### src/rtl/cnn_sdiv_20s_6s_seq.sv
// cnn_sdiv_20s_6s_seq
// Multi-cycle signed divider, 20-bit signed dividend by 6-bit signed divisor,
// giving a saturated 14-bit signed quotient (truncated toward zero) and a
// 6-bit signed remainder whose sign follows the dividend. The core is a
// radix-2 restoring divider working on magnitudes, one quotient bit per
// cycle, wrapped in an ap_start/ap_done/ap_idle/ap_ready block handshake.
// Latency from an accepted ap_start to ap_done is a fixed 22 cycles.

module cnn_sdiv_20s_6s_seq #(
  parameter int din0_WIDTH = 20,
  parameter int din1_WIDTH = 6,
  parameter int dout_WIDTH = 14
) (
  input  logic                  ap_clk,
  input  logic                  ap_rst,
  input  logic                  ap_start,
  output logic                  ap_done,
  output logic                  ap_idle,
  output logic                  ap_ready,
  input  logic [din0_WIDTH-1:0] din0,
  input  logic [din1_WIDTH-1:0] din1,
  output logic [dout_WIDTH-1:0] dout,
  output logic [din1_WIDTH-1:0] rem,
  output logic                  ovf,
  output logic                  dbz
);

  typedef enum logic [1:0] {
    IDLE = 2'd0,
    CALC = 2'd1,
    FIX  = 2'd2
  } state_t;

  // Saturation limits of the 14-bit signed quotient, held in the 21-bit
  // signed domain used for the signed quotient before clamping.
  localparam logic signed [20:0] QMAX = 21'sd8191;
  localparam logic signed [20:0] QMIN = -21'sd8192;

  state_t state;
  state_t next_state;

  // Divider working registers. quo_sh starts as the dividend magnitude and
  // is shifted left each iteration, with quotient bits entering at the LSB,
  // so after 20 iterations it holds the quotient magnitude.
  logic [19:0] quo_sh;
  logic [5:0]  dvs_mag;
  logic [5:0]  prem;
  logic [4:0]  count;
  logic        sign_q;
  logic        sign_r;
  logic        dbz_int;

  // Combinational helpers.
  logic [19:0]        din0_mag;
  logic [5:0]         din1_mag;
  logic [6:0]         trial;
  logic               take;
  logic [5:0]         prem_next;
  logic signed [20:0] q_signed;
  logic [5:0]         r_signed;
  logic [13:0]        dout_fix;
  logic [5:0]         rem_fix;
  logic               ovf_fix;

  // State register.
  always_ff @(posedge ap_clk) begin
    if (ap_rst) begin
      state <= IDLE;
    end else begin
      state <= next_state;
    end
  end

  // Next-state logic and the combinational handshake outputs.
  always_comb begin
    next_state = state;
    ap_idle    = 1'b0;
    ap_ready   = 1'b0;
    case (state)
      IDLE: begin
        ap_idle = 1'b1;
        if (ap_start) begin
          ap_ready   = 1'b1;
          next_state = CALC;
        end
      end
      CALC: begin
        if (count == 5'd0) begin
          next_state = FIX;
        end
      end
      FIX: begin
        next_state = IDLE;
      end
      default: begin
        next_state = IDLE;
      end
    endcase
  end

  // Operand magnitudes. A 20-bit unsigned magnitude is enough for -524288,
  // since two's complement negation of 0x80000 yields 0x80000 = 524288.
  always_comb begin
    din0_mag = din0[19] ? (~din0 + 20'd1) : din0;
    din1_mag = din1[5]  ? (~din1 + 6'd1)  : din1;
  end

  // One restoring step: shift the next dividend bit into the partial
  // remainder and subtract the divisor if it fits.
  always_comb begin
    trial     = {prem, quo_sh[19]};
    take      = (trial >= {1'b0, dvs_mag});
    prem_next = take ? 6'(trial - {1'b0, dvs_mag}) : trial[5:0];
  end

  // Sign fix-up and saturation of the final quotient and remainder.
  always_comb begin
    q_signed = sign_q ? (21'sd0 - $signed({1'b0, quo_sh}))
                      : $signed({1'b0, quo_sh});
    r_signed = sign_r ? (6'd0 - prem) : prem;
    dout_fix = q_signed[13:0];
    rem_fix  = r_signed;
    ovf_fix  = 1'b0;
    if (dbz_int) begin
      dout_fix = sign_r ? 14'h2000 : 14'h1FFF;
      rem_fix  = 6'd0;
      ovf_fix  = 1'b1;
    end else if (q_signed > QMAX) begin
      dout_fix = 14'h1FFF;
      ovf_fix  = 1'b1;
    end else if (q_signed < QMIN) begin
      dout_fix = 14'h2000;
      ovf_fix  = 1'b1;
    end
  end

  // Datapath: capture on accept, iterate in CALC, register results in FIX.
  always_ff @(posedge ap_clk) begin
    if (ap_rst) begin
      quo_sh  <= 20'd0;
      dvs_mag <= 6'd0;
      prem    <= 6'd0;
      count   <= 5'd0;
      sign_q  <= 1'b0;
      sign_r  <= 1'b0;
      dbz_int <= 1'b0;
      dout    <= '0;
      rem     <= '0;
      ovf     <= 1'b0;
      dbz     <= 1'b0;
      ap_done <= 1'b0;
    end else begin
      ap_done <= 1'b0;
      case (state)
        IDLE: begin
          if (ap_start) begin
            quo_sh  <= din0_mag;
            dvs_mag <= din1_mag;
            prem    <= 6'd0;
            count   <= 5'd19;
            sign_q  <= din0[19] ^ din1[5];
            sign_r  <= din0[19];
            dbz_int <= (din1 == 6'd0);
          end
        end
        CALC: begin
          prem   <= prem_next;
          quo_sh <= {quo_sh[18:0], take};
          if (count != 5'd0) begin
            count <= count - 5'd1;
          end
        end
        FIX: begin
          dout    <= dout_fix;
          rem     <= rem_fix;
          ovf     <= ovf_fix;
          dbz     <= dbz_int;
          ap_done <= 1'b1;
        end
        default: begin
        end
      endcase
    end
  end

endmodule

### config.mk
export PLATFORM = sky130hd
export DESIGN_NAME = cnn_sdiv_20s_6s_seq
export DESIGN_NICKNAME = d
export VERILOG_FILES = /design/src/rtl/cnn_sdiv_20s_6s_seq.sv
export SDC_FILE = /design/constraint.sdc
export NUM_CORES = 1
export LEC_CHECK = 0
export ABC_AREA = 0
export BUFFER_PORTS_ARGS = -buffer_cell sky130_fd_sc_hd__clkbuf_2
export CORE_ASPECT_RATIO = 1.25
export CORE_MARGIN = 2
export CORE_UTILIZATION = 30
export CTS_BUF_LIST = sky130_fd_sc_hd__clkbuf_16
export DETAILED_ROUTE_END_ITERATION = 8
export SYNTH_ARGS = -nofsm -noshare
export SYNTH_HDL_FRONTEND = slang
export SYNTH_SLANG_ARGS = --single-unit
### constraint.sdc
create_clock -name ap_clk -period 3.8 [get_ports ap_clk]
set_clock_uncertainty 0.2 [all_clocks]
set_input_delay 0.57 -clock ap_clk [delete_from_list [all_inputs] [get_ports ap_clk]]
set_output_delay 0.57 -clock ap_clk [all_outputs]
set_load 0.01 [all_outputs]
---- Word level (Yosys, flattened, before mapping) ----
Index checks and enable logic that the tools add are counted.
storage, ports and cells
  flip-flop bits (word level) ............. 65
  logic and storage cells ................. 66
  output and inout bits ................... 25
cells by class
  magnitude comparators ................... 3
  eq/ne operators ......................... 5
  mux-type cells .......................... 27
  $add $sub $neg .......................... 6
  bitwise gates (word level) .............. 3
  reductions and logical operators ........ 9
operators by type and width
  kind                                                                                count
  14-bit two-way mux                                                                  4
  20-bit two-way mux                                                                  2
  20-bit one-hot mux with 2 select lines                                              1
  6-bit two-way mux                                                                   5
  21-bit by 14-bit greater-than comparator with 1-bit output (second input constant)  1
  21-bit by 14-bit less-than comparator with 1-bit output (second input constant)     1
  21-bit two-way mux                                                                  1
  1-bit by 20-bit subtractor with 21-bit output (first input constant)                1
  20-bit by 1-bit adder with 20-bit output (second input constant)                    1
  20-bit NOT                                                                          1
  6-bit one-hot mux with 2 select lines                                               1
  5-bit two-way mux                                                                   2
  5-bit one-hot mux with 2 select lines                                               1
  7-bit by 6-bit greater-or-equal comparator with 1-bit output                        1
  1-bit two-way mux                                                                   7
  6-bit by 1-bit adder with 6-bit output (second input constant)                      1
  6-bit zero test                                                                     1
  2-bit inequality test (second input constant)                                       3
  6-bit NOT                                                                           1
  2-bit AND reduction                                                                 3
  1-bit by 6-bit subtractor with 6-bit output (first input constant)                  1
  6-bit subtractor                                                                    1
  5-bit zero test                                                                     1
  5-bit nonzero test                                                                  1
  other kinds (9)                                                                     10

---- Logic depth before layout (Yosys ltp) ----
  depth in word-level cells ............... 6
  depth in mapped cells ................... 10

---- Worst setup path after synthesis ----
No wires, ideal clock.
  kind .................................... input -> register
  start ................................... input din0[8]
  end ..................................... register quo_sh[16]
  arrival ................................. 2.579 ns
  path slack .............................. 0.951 ns
  stages .................................. 7
  data required time ...................... 3.530 ns
  buffers on the path ..................... 0
  cells stage by stage .................... or4_1 or3_1 or4_1 o41ai_1 xnor2_1 nand2_1 a21oi_1
between the ends
  longest elaborated chain between the ends .. 5
RTL lines
  item                                      line  text
  from (decl)                               20    input logic [din0_WIDTH-1:0] din0,
  20-bit NOT                                104   din0_mag = din0[19] ? (~din0 + 20'd1) : din0;
  20-bit by 1-bit adder with 20-bit output  104
  20-bit two-way mux                        104
  20-bit two-way mux                        156   if (ap_start) begin
  20-bit one-hot mux with 2 select lines    154   case (state)
  to (signal assigned)                      157   quo_sh <= din0_mag;
  to (signal assigned)                      168   quo_sh <= {quo_sh[18:0], take};
  to (decl)                                 45    logic [19:0] quo_sh;
Every way passes these cells. The select of a mux whose other input is x is not followed.
A chain may end at the register's enable or synchronous reset.

---- Worst setup path in the final report ----
  start ................................... register quo_sh[1]
  end ..................................... register dout[11]
between the ends
  longest elaborated chain between the ends .. 6
  elaborated cells between the ends (all ways) .. 7
RTL lines
  item                                                     line  text
  1-bit by 20-bit subtractor with 21-bit output            118   q_signed = sign_q ? (21'sd0 - $signed({1'b0, quo_sh}))
  21-bit two-way mux *                                     118
  21-bit by 14-bit less-than comparator with 1-bit output  131   end else if (q_signed < QMIN) begin
  14-bit two-way mux                                       131
  14-bit two-way mux *                                     128   end else if (q_signed > QMAX) begin
  14-bit two-way mux *                                     124   if (dbz_int) begin
  to (signal assigned)                                     174   dout <= dout_fix;
  to (decl)                                                22    output logic [dout_WIDTH-1:0] dout,
Mark *: on every way between the ends. The rest lies on a longest branch, timed or not.

==> impl_metrics.tcl <==
set metrics [dict create \
    drt-pass1-iter-count 4 \
    synth_ff_type "dfxtp_1" \
    grt_max_degree 40 \
    crit_fanout 14 \
    fin_nets 575 \
    drive_gt1_frac 0.2011 \
    synth.avg_cell_area_sq_um 8.446 \
    postCtsSetupRepairBufs 0 \
    cts_root_buf "clkbuf_16" \
    regArea_sq_um 1301 \
    grt_antenna_before_repair 0 \
    synth_nets 535 \
    combinationalPowerShare 0.308 \
    clkSinkCount 65 \
    cts_buffers 9 \
    start_util 0.3041 \
    clk_latency_ns 0.33 \
    fillers 1470 \
    yosys.cell_types.count 64 \
    syn_inst 493 \
    ys_warn_count 0 \
    vdd_drop_max_mv 0.1836 \
    status "finished, final reports clean" \
    swShare 0.3495 \
    via_per_inst 5.187 \
    rsz0062_at_grt "false" \
    ys_seq_elements 65 \
    vias 3693 \
    drtIter0Drc 143 \
    hold_violations 0 \
    seq_area_frac_synth 0.3125 \
    post-route-period-util 0.8664 \
    hold_path_class "register to register" \
    multi_input_area_sq_um 2618 \
    ys_async_sr_fraction 0 \
    arrival_ns 3.28 \
    core_sq_um 13690 \
    slew_viol_final 0 \
    route.detailed.drc 0 \
    cap_viol_max_count 0 \
    worst_slew_pin_slew_ns 0.7741 \
    worstSetupPathType "register to register" \
    grt_overflow 0 \
    grt_pass1_wl_um 17710 \
    cts_hold_buf 0 \
    dp_hpwl_um 8355 \
    gp_congestion 0.8855 \
    max_freq_mhz 303.7 \
    io_buffer_count 53 \
    clockPowerShare 0.320 \
    cts_tree "built" \
    cts-resized-gates 0 \
    clk_pin_slew_ns 0.05 \
    period_minus_slack_ns 3.292 \
    p_int_uw 1429 \
    wirelength_um 10770 \
    htreeDepth 3 \
    syn_area_sq_um 4164 \
    powerDensity_nw_per_um2 454.6 \
    die-area_sq_um 14840 \
    leakagePower_uw 0.001749 \
    wire_per_inst_um 15.13 \
    io_pins 54 \
    final-setup-viol-count 0 \
    worst_setup_path_start_kind "register" \
    required_ns 3.79 \
    p_seq_frac 0.372 \
    first_global_vias 3556 \
    dp_cells 697 \
    die_h_um 135.7 \
    end_kind "register" \
    syn2layout_area_growth_pct 16.05 \
    cts_buffer_depth 2 \
    num_rows 48 \
    ant_nets 0 \
    antennaDiodeCount 0 \
    fp.dieW_um 109.4 \
    p_sw_uw 767.8 \
    grtUsageTotal 0.1494 \
    synth-edff-count 0 \
    fin_setup_tns_ns 0 \
    relSlewSlack 0.4829 \
    finalNonFillerCells 712 \
]
-- sequential cells by signal, summed over array words and instances, names as in the netlist, 2 cells and up --
signal / flops
count: 5
dout: 14
dvs_mag: 6
prem: 6
quo_sh: 20
rem: 6
state: 2
-- cells in the mapped netlist, drive strengths merged, types with 2 or more instances --
cell     count  area (sq um)
dfxtp       65          1301
nor2        52         197.7
nand2       45         168.9
xnor2       30         262.8
a21oi       28         140.1
clkbuf      27         101.4
inv         23         86.33
o21ai       20         100.1
a211oi      18         185.2
a22oi       18         135.1
o31ai       15         126.4
xor2        13         113.9
ha          12         150.1
nor3        12         65.06
o32ai       12         172.7
nand3       10         50.05
buf          9         57.54
or4          7         52.55
a221oi       6         52.55
or3          6         37.54
a311oi       5         43.79
nand2b       5         31.28
nor2b        5         31.28
nor4         5         46.29
o41ai        5         51.30
nand4        4         46.29
a2111oi      3         46.30
a21boi       3         22.52
a31oi        3         25.02
mux2i        3         30.03
nand3b       3         22.52
o21a         3         22.52
a32oi        2         17.52
a41oi        2         36.29
o31a         2         17.52
or2          2         12.52
-- placed cells by master, fill, tap and decap left out, drive strengths merged, types with 6 or more instances in the layout --
| cell | n |
|---|---|
| a211oi | 18 |
| a21oi | 28 |
| a221oi | 6 |
| a22oi | 18 |
| buf | 12 |
| clkbuf | 62 |
| dfxtp | 65 |
| ha | 12 |
| inv | 24 |
| nand2 | 45 |
| nand3 | 10 |
| nor2 | 52 |
| nor3 | 12 |
| o21ai | 20 |
| o31ai | 15 |
| o32ai | 12 |
| or3 | 6 |
| or4 | 7 |
| xnor2 | 30 |
| xor2 | 13 |
-- cell type report --
type / instances / share of cell area
timing repair buffer: 65 / 0.07354
tap: 175 / 0.04531
inverter: 23 / 0.01787
clock buffer: 9 / 0.04661
sequential: 65 / 0.2693
clock inverter: 6 / 0.005697
multi-input combinational: 369 / 0.5417
-- final timing paths --
path,from,end,slack (ns),depth (start not counted)
min,dbz,dbz,0.26,2
max reg2reg,quo_sh[1],dout[11],0.51,10
max,quo_sh[1],dout[11],0.51,10
min reg2reg,dbz,dbz,0.26,2
-- cells by family (layout without fill, tap and decap cells) --
group	Yosys count	in the layout	share of synthesized area
simple gates	161	161	0.1935
compound gates	148	148	0.2939
flops	65	65	0.3125
buf+inv	59	103	0.05889
xor+xnor	43	43	0.09044
fa+ha+maj	13	13	0.04086
mux	4	4	0.009916
-- worst max-delay path: stages, from the launching register on --
cell      delay (ns)
dfxtp_1         0.34
inv_1           0.09
ha_1            0.19
nor4b_2         0.40
nand4_1         0.17
nor3b_1         0.19
a311oi_1        0.50
a41oi_4         0.43
nor2_2          0.28
buf_4           0.25
a211oi_2        0.09
-- stage by stage --
step / setup slack [ns] / instance area (sq um) / utilization / hold slack, ns / total power, uW
after global routing: 0.2407 / 4832 / 0.3529 / 0.2912 / 2331
final: 0.5077 / 4832 / 0.3529 / 0.2568 / 2197
after CTS: 0.5147 / 4832 / 0.3529 / 0.2566 / 2219
after floorplan: 0.9507 / 4164 / - / 0.2400 / 1338
after global placement: 0.6879 / 4579 / 0.3344 / 0.2421 / 1495
after detailed placement: 0.5656 / 4579 / 0.3344 / 0.2492 / 1505
-- power by group through the flow --
| stage | Combinational, uW | Sequential (uW) | Clock, uW |
|---|---|---|---|
| after global routing | 754 | 827 | 750 |
| after global placement | 665 | 830 | 0 |
| after CTS | 679 | 818 | 722 |
| final | 676 | 818 | 703 |
| after detailed placement | 674 | 831 | 0 |
| after floorplan | 538 | 800 | 0 |
-- per-layer routing --
layer	up-vias	wire [um]	GRT usage
met5	-	0	0
met4	0	132	0.04290
met3	10	470	0.02934
met2	68	5283	0.2507
met1	1730	4883	0.1927
li1	1885	-	-
(Power assumes the default switching activity.)
